==> src/rtl/pwm_deadtime_gen.sv <==
`default_nettype none
// ============================================================================
// Module   : pwm_deadtime_gen
// Brief    : Splits a single-ended PWM into a complementary high/low-side pair
//            with programmable rise/fall dead times; register-bus configured.
// Revision : 1.0 - initial release
// ============================================================================
module pwm_deadtime_gen #(
    parameter int unsigned ADDR_BASE = 0,
    parameter int unsigned BW_DT     = 8
) (
    input  logic        Clk,
    input  logic        Rst,
    input  logic        req,
    input  logic        we,
    input  logic [31:0] addr,
    input  logic [3:0]  be,
    input  logic [31:0] wdata,
    output logic        gnt,
    output logic        rvalid,
    output logic [31:0] rdata,
    input  logic        PWM,
    output logic        PwmHS,
    output logic        PwmLS
);

    localparam logic [29:0] c_BASE_WORD = 30'(ADDR_BASE);

    typedef enum logic [2:0] {
        S_OFF = 3'd0,
        S_LO  = 3'd1,
        S_DR  = 3'd2,
        S_HI  = 3'd3,
        S_DF  = 3'd4
    } state_e;

    state_e             state_q;
    logic [BW_DT-1:0]   cnt_q;
    logic               hs_q;
    logic               ls_q;
    logic [2:0]         ctl_q;
    logic [BW_DT-1:0]   rise_q;
    logic [BW_DT-1:0]   fall_q;
    logic [15:0]        swcnt_q;
    logic               rvalid_q;
    logic [31:0]        rdata_q;

    logic [2:0]         ctl_d;
    logic [BW_DT-1:0]   rise_d;
    logic [BW_DT-1:0]   fall_d;

    logic [29:0]        w_word_off;
    logic               w_hit;
    logic [1:0]         w_sel;
    logic               w_wr;
    logic               w_rd;
    logic               w_clr;
    logic               w_swallow;
    logic               w_en;
    logic               w_hspol;
    logic               w_lspol;
    logic [31:0]        w_bmask;
    logic [31:0]        w_ctl_m;
    logic [31:0]        w_rise_m;
    logic [31:0]        w_fall_m;
    logic [31:0]        w_rd_mux;
    logic               w_unused;

    // Offset subtraction keeps the decode correct for any base, including 0.
    assign w_word_off = addr[31:2] - c_BASE_WORD;
    assign w_hit      = (w_word_off[29:2] == 28'd0);
    assign w_sel      = w_word_off[1:0];
    assign gnt        = req & w_hit;
    assign w_wr       = gnt & we;
    assign w_rd       = gnt & ~we;
    assign w_clr      = w_wr & (w_sel == 2'd3);

    assign w_en    = ctl_q[0];
    assign w_hspol = ctl_q[1];
    assign w_lspol = ctl_q[2];

    assign w_bmask  = {{8{be[3]}}, {8{be[2]}}, {8{be[1]}}, {8{be[0]}}};
    assign w_ctl_m  = (32'(ctl_q)  & ~w_bmask) | (wdata & w_bmask);
    assign w_rise_m = (32'(rise_q) & ~w_bmask) | (wdata & w_bmask);
    assign w_fall_m = (32'(fall_q) & ~w_bmask) | (wdata & w_bmask);

    assign ctl_d  = (w_wr && w_sel == 2'd0) ? w_ctl_m[2:0]        : ctl_q;
    assign rise_d = (w_wr && w_sel == 2'd1) ? w_rise_m[BW_DT-1:0] : rise_q;
    assign fall_d = (w_wr && w_sel == 2'd2) ? w_fall_m[BW_DT-1:0] : fall_q;

    assign w_unused = ^{addr[1:0], w_ctl_m, w_rise_m, w_fall_m};

    // A swallow is a dead-time window aborted because PWM reverted.
    assign w_swallow = w_en & (((state_q == S_DR) & ~PWM) | ((state_q == S_DF) & PWM));

    always_comb begin
        w_rd_mux = 32'd0;
        case (w_sel)
            2'd0:    w_rd_mux = {29'd0, ctl_q};
            2'd1:    w_rd_mux = 32'(rise_q);
            2'd2:    w_rd_mux = 32'(fall_q);
            default: w_rd_mux = {13'd0, state_q, swcnt_q};
        endcase
    end

    always_ff @(posedge Clk or posedge Rst) begin
        if (Rst) begin
            ctl_q    <= 3'd0;
            rise_q   <= '0;
            fall_q   <= '0;
            swcnt_q  <= 16'd0;
            rvalid_q <= 1'b0;
            rdata_q  <= 32'd0;
        end else begin
            ctl_q    <= ctl_d;
            rise_q   <= rise_d;
            fall_q   <= fall_d;
            rvalid_q <= w_rd;
            rdata_q  <= w_rd ? w_rd_mux : 32'd0;
            if (w_clr) begin
                swcnt_q <= 16'd0;
            end else if (w_swallow && swcnt_q != 16'hFFFF) begin
                swcnt_q <= swcnt_q + 16'd1;
            end
        end
    end

    // Outputs follow the registered state, so each side changes one cycle after
    // the state does; this is what guarantees the 1-cycle minimum gap.
    always_ff @(posedge Clk or posedge Rst) begin
        if (Rst) begin
            state_q <= S_OFF;
            cnt_q   <= '0;
            hs_q    <= 1'b1;
            ls_q    <= 1'b1;
        end else begin
            hs_q <= (w_en && state_q == S_HI) ? w_hspol : ~w_hspol;
            ls_q <= (w_en && state_q == S_LO) ? w_lspol : ~w_lspol;
            if (!w_en) begin
                state_q <= S_OFF;
            end else begin
                case (state_q)
                    S_OFF: begin
                        if (PWM) begin
                            state_q <= S_DR;
                            cnt_q   <= rise_q;
                        end else begin
                            state_q <= S_LO;
                        end
                    end
                    S_LO: begin
                        if (PWM) begin
                            state_q <= S_DR;
                            cnt_q   <= rise_q;
                        end
                    end
                    S_DR: begin
                        if (!PWM) begin
                            state_q <= S_LO;
                        end else if (cnt_q == '0) begin
                            state_q <= S_HI;
                        end else begin
                            cnt_q <= cnt_q - BW_DT'(1);
                        end
                    end
                    S_HI: begin
                        if (!PWM) begin
                            state_q <= S_DF;
                            cnt_q   <= fall_q;
                        end
                    end
                    S_DF: begin
                        if (PWM) begin
                            state_q <= S_HI;
                        end else if (cnt_q == '0) begin
                            state_q <= S_LO;
                        end else begin
                            cnt_q <= cnt_q - BW_DT'(1);
                        end
                    end
                    default: state_q <= S_OFF;
                endcase
            end
        end
    end

    assign PwmHS  = hs_q;
    assign PwmLS  = ls_q;
    assign rvalid = rvalid_q;
    assign rdata  = rdata_q;

endmodule
`default_nettype wire

==> config.mk <==
export PLATFORM = sky130hd
export DESIGN_NAME = pwm_deadtime_gen
export DESIGN_NICKNAME = d
export VERILOG_FILES = /design/src/rtl/pwm_deadtime_gen.sv
export SDC_FILE = /design/constraint.sdc
export NUM_CORES = 1
export LEC_CHECK = 0
export ABC_CLOCK_PERIOD_IN_PS = 2600
export BUFFER_PORTS_ARGS = -buffer_cell sky130_fd_sc_hd__buf_2
export CORE_UTILIZATION = 54
export CTS_BUF_LIST = sky130_fd_sc_hd__clkbuf_2 sky130_fd_sc_hd__clkbuf_4 sky130_fd_sc_hd__clkbuf_8
export CTS_CLUSTER_DIAMETER = 200
export DETAILED_ROUTE_END_ITERATION = 12
export PLACE_DENSITY = 0.91
export RECOVER_POWER = 50
export SETUP_SLACK_MARGIN = 0.4
export SLEW_MARGIN = 10
export SYNTH_ARGS = -nofsm -noshare
export SYNTH_HDL_FRONTEND = slang
export SYNTH_SLANG_ARGS = --single-unit
==> constraint.sdc <==
create_clock -name Clk -period 2.6 [get_ports Clk]
set_clock_uncertainty 0.15 [all_clocks]
set_input_delay 0.52 -clock Clk [delete_from_list [all_inputs] [get_ports Clk]]
set_output_delay 0.52 -clock Clk [all_outputs]
set_load 0.005 [all_outputs]
==> results.sh <==
export IMPL_status="finished, violations left"
export IMPL_violations="design-rule violations"
export IMPL_start_kind="flop"
export IMPL_place_area_um2=4050
export IMPL_worst_slack_ns=0.452
export IMPL_first_pass_iters=9
export IMPL_htree_levels=3
export IMPL_grt_start_max_net_pins=37
export IMPL_syn2layout_area_growth_pct=15.6
export IMPL_final_cell_mix="dfrtp_1, buf_2, nor2_1"
export IMPL_async_flop_share_pct=100
export IMPL_start_util_pct=57.0
export IMPL_worstSkewPairLatency_ns=0.34
export IMPL_holdCritStartpoint="wdata[3]"
export IMPL_synthFlopType="dfrtp_1"
export IMPL_die_height_um=84.6
export IMPL_cp_endpoint="cnt_q[0]"
export IMPL_finalHoldViolCount=0
export IMPL_grt_pass1_wl_um=13100
export IMPL_track_usage_pct=24.0
export IMPL_critPathBufInv=2
export IMPL_fmax_mhz=466
export IMPL_holdWs_ns=0.272
export IMPL_fin_util_pct=65.9
export IMPL_root_buffer="clkbuf_8"
export IMPL_clock_sinks=68
export IMPL_die_w_um=84.6
export IMPL_cp_startpoint="state_q[2]"
export IMPL_cts_hold_buf=0
export IMPL_wire_per_inst_um=16.6
export IMPL_crit_required_ns=2.68
export IMPL_ant_nets=0
export IMPL_p_total_mw=2.02
export IMPL_r2r_cells=7
export IMPL_crit_chain="clkbuf_1 > nor2b_1 > a21o_1 > a32oi_2 > buf_4 > mux2i_1 > o21ai_0"
export IMPL_drive_gt1_share_pct=32.7
export IMPL_netlist_area_um2=3680
export IMPL_ys_seq_elements=68
export IMPL_cp_max_fo=15
export IMPL_antenna_cells=0
export IMPL_design_area_um2=4250
export IMPL_drc=8
export IMPL_synth_cell_types=60
export IMPL_routed_wl_um=8100
export IMPL_cp_depth=7
export IMPL_r2r_setup_slack_ns=0.45
export IMPL_num_rows=29
export IMPL_instances_no_fill=487
export IMPL_synthCells=338
export IMPL_fin_crit_sh_pct=82.6
export IMPL_num_vias=2902
export IMPL_ir_worst_vdd_uv=292
export IMPL_max_slew_margin_rel_pct=4.49
export IMPL_synth_edf_count=0
export IMPL_leakagePower_nw=1.99
export IMPL_r2r_start="state_q[2]"
export IMPL_cap_violations=0
export IMPL_report_final_slew_viol_count=0
export IMPL_drt_iter0_markers=234
export IMPL_cp_arrival_ns=2.22
export IMPL_crit_family="buffers and inverters"
export IMPL_power_density_nw_per_um2=475
export IMPL_clk_path_buf_depth=2
export IMPL_core_um2=6460
export IMPL_dieArea_um2=7150
export IMPL_grt_overflow=0
export IMPL_rsz0062_at_grt="false"
export IMPL_slowest_delay_ns=0.54
export IMPL_grt_pass1_vias=2767
export IMPL_worst_pin_slew_ns=1.42
export IMPL_crit_type="flop to flop"
export IMPL_antenna_found_initial=0
export IMPL_dp_hpwl_um=5850
export IMPL_clkSlewWorstSetupHoldPaths_ns=0.08
export IMPL_place_inst=472
export IMPL_synth_seq_area_share_pct=46.3
export IMPL_r2r_end="cnt_q[0]"
export IMPL_slowest_stage="dfrtp_1"
export IMPL_layout_nets=483
export IMPL_cts_buffers=9
export IMPL_pre_cts_ws_ns=0.252
export IMPL_yosysWarningCount=0
export IMPL_io_buffers=66
export IMPL_io_pins=109
export IMPL_period_minus_slack_ns=2.15
export IMPL_final_setup_tns_ns=0
export IMPL_cts_tree="built"
export IMPL_worstHoldPathType="input pin to flop"
export IMPL_critPathCaptureType="flop"
export IMPL_place_congestion=0.890
export IMPL_avgSynthCellArea_um2=10.9
export IMPL_via_per_inst=5.96
export IMPL_finalSetupViolations=0
==> where the power goes <==
group	switching (mW)	internal, mW	total (mW)
registers	0.00000000334	1.06	1.06
clock network	0.377	0.494	0.871
logic	0.0558	0.0351	0.0909
==> repair_timing <==
item / CTS / global route
buffers inserted: 1 / 0
pin swaps: 1 / 1
gates resized for setup: 0 / 3
endpoints found under the setup margin: 1 / 6
==> how the worst min path moves through the flow <==
stage                             to  slack, ns  cells past startpoint
final                           flop       0.27                      2
after detailed placement       PwmHS       0.30                      1
after global placement         PwmHS       0.29                      1
after global routing            flop       0.27                      2
after CTS                 state_q[2]       0.14                      2
after floorplan                PwmHS       0.27                      1
==> Yosys cell counts, types with 5 or more instances <==
library cell  instances  share of area (%)
dfrtp_1              66                 45
nor2_1               32                3.3
mux2_2               24                7.3
o21ai_0              21                2.9
buf_4                15                3.1
nand2_1              14                1.4
xnor2_1              12                2.9
nor3_1               11                1.5
and2_1               10                1.7
nor2b_1              10                1.7
nor4_1                9                1.5
buf_2                 8                1.1
a221oi_1              6                1.4
nand4_1               6                1.0
nor3b_1               6                1.2
a22oi_1               5                1.0
inv_1                 5               0.51
==> kinds of logic after synthesis <==
| logic type | share of synthesized area (%) |
|---|---|
| AND/OR/NAND/NOR | 24.4 |
| flip-flops | 46.3 |
| AO/OA/AOI/OAI | 9.79 |
| buffers and inverters | 5.07 |
| multiplexers | 10.0 |
| XOR/XNOR | 3.33 |
| adder cells (fa/ha/maj) | 1.02 |
| other | 0.102 |
==> area by class of cell <==
| class | count | area (um^2) |
|---|---|---|
| fill | 510 | 2200 |
| multi-input combinational | 250 | 1850 |
| sequential | 68 | 1710 |
| timing repair buffer | 73 | 390 |
| clock buffer | 12 | 159 |
| tap | 77 | 96.3 |
| clock inverter | 2 | 35.0 |
| inverter | 5 | 20.0 |
==> metal layers <==
layer	up-vias	share of wire, %	GRT usage (%)
met5	-	0	0
met4	0	2.1	11.4
met3	14	7.0	4.42
met2	150	49	40.0
met1	1393	42	30.4
li1	1345	-	-
(Power assumes the default switching activity.)
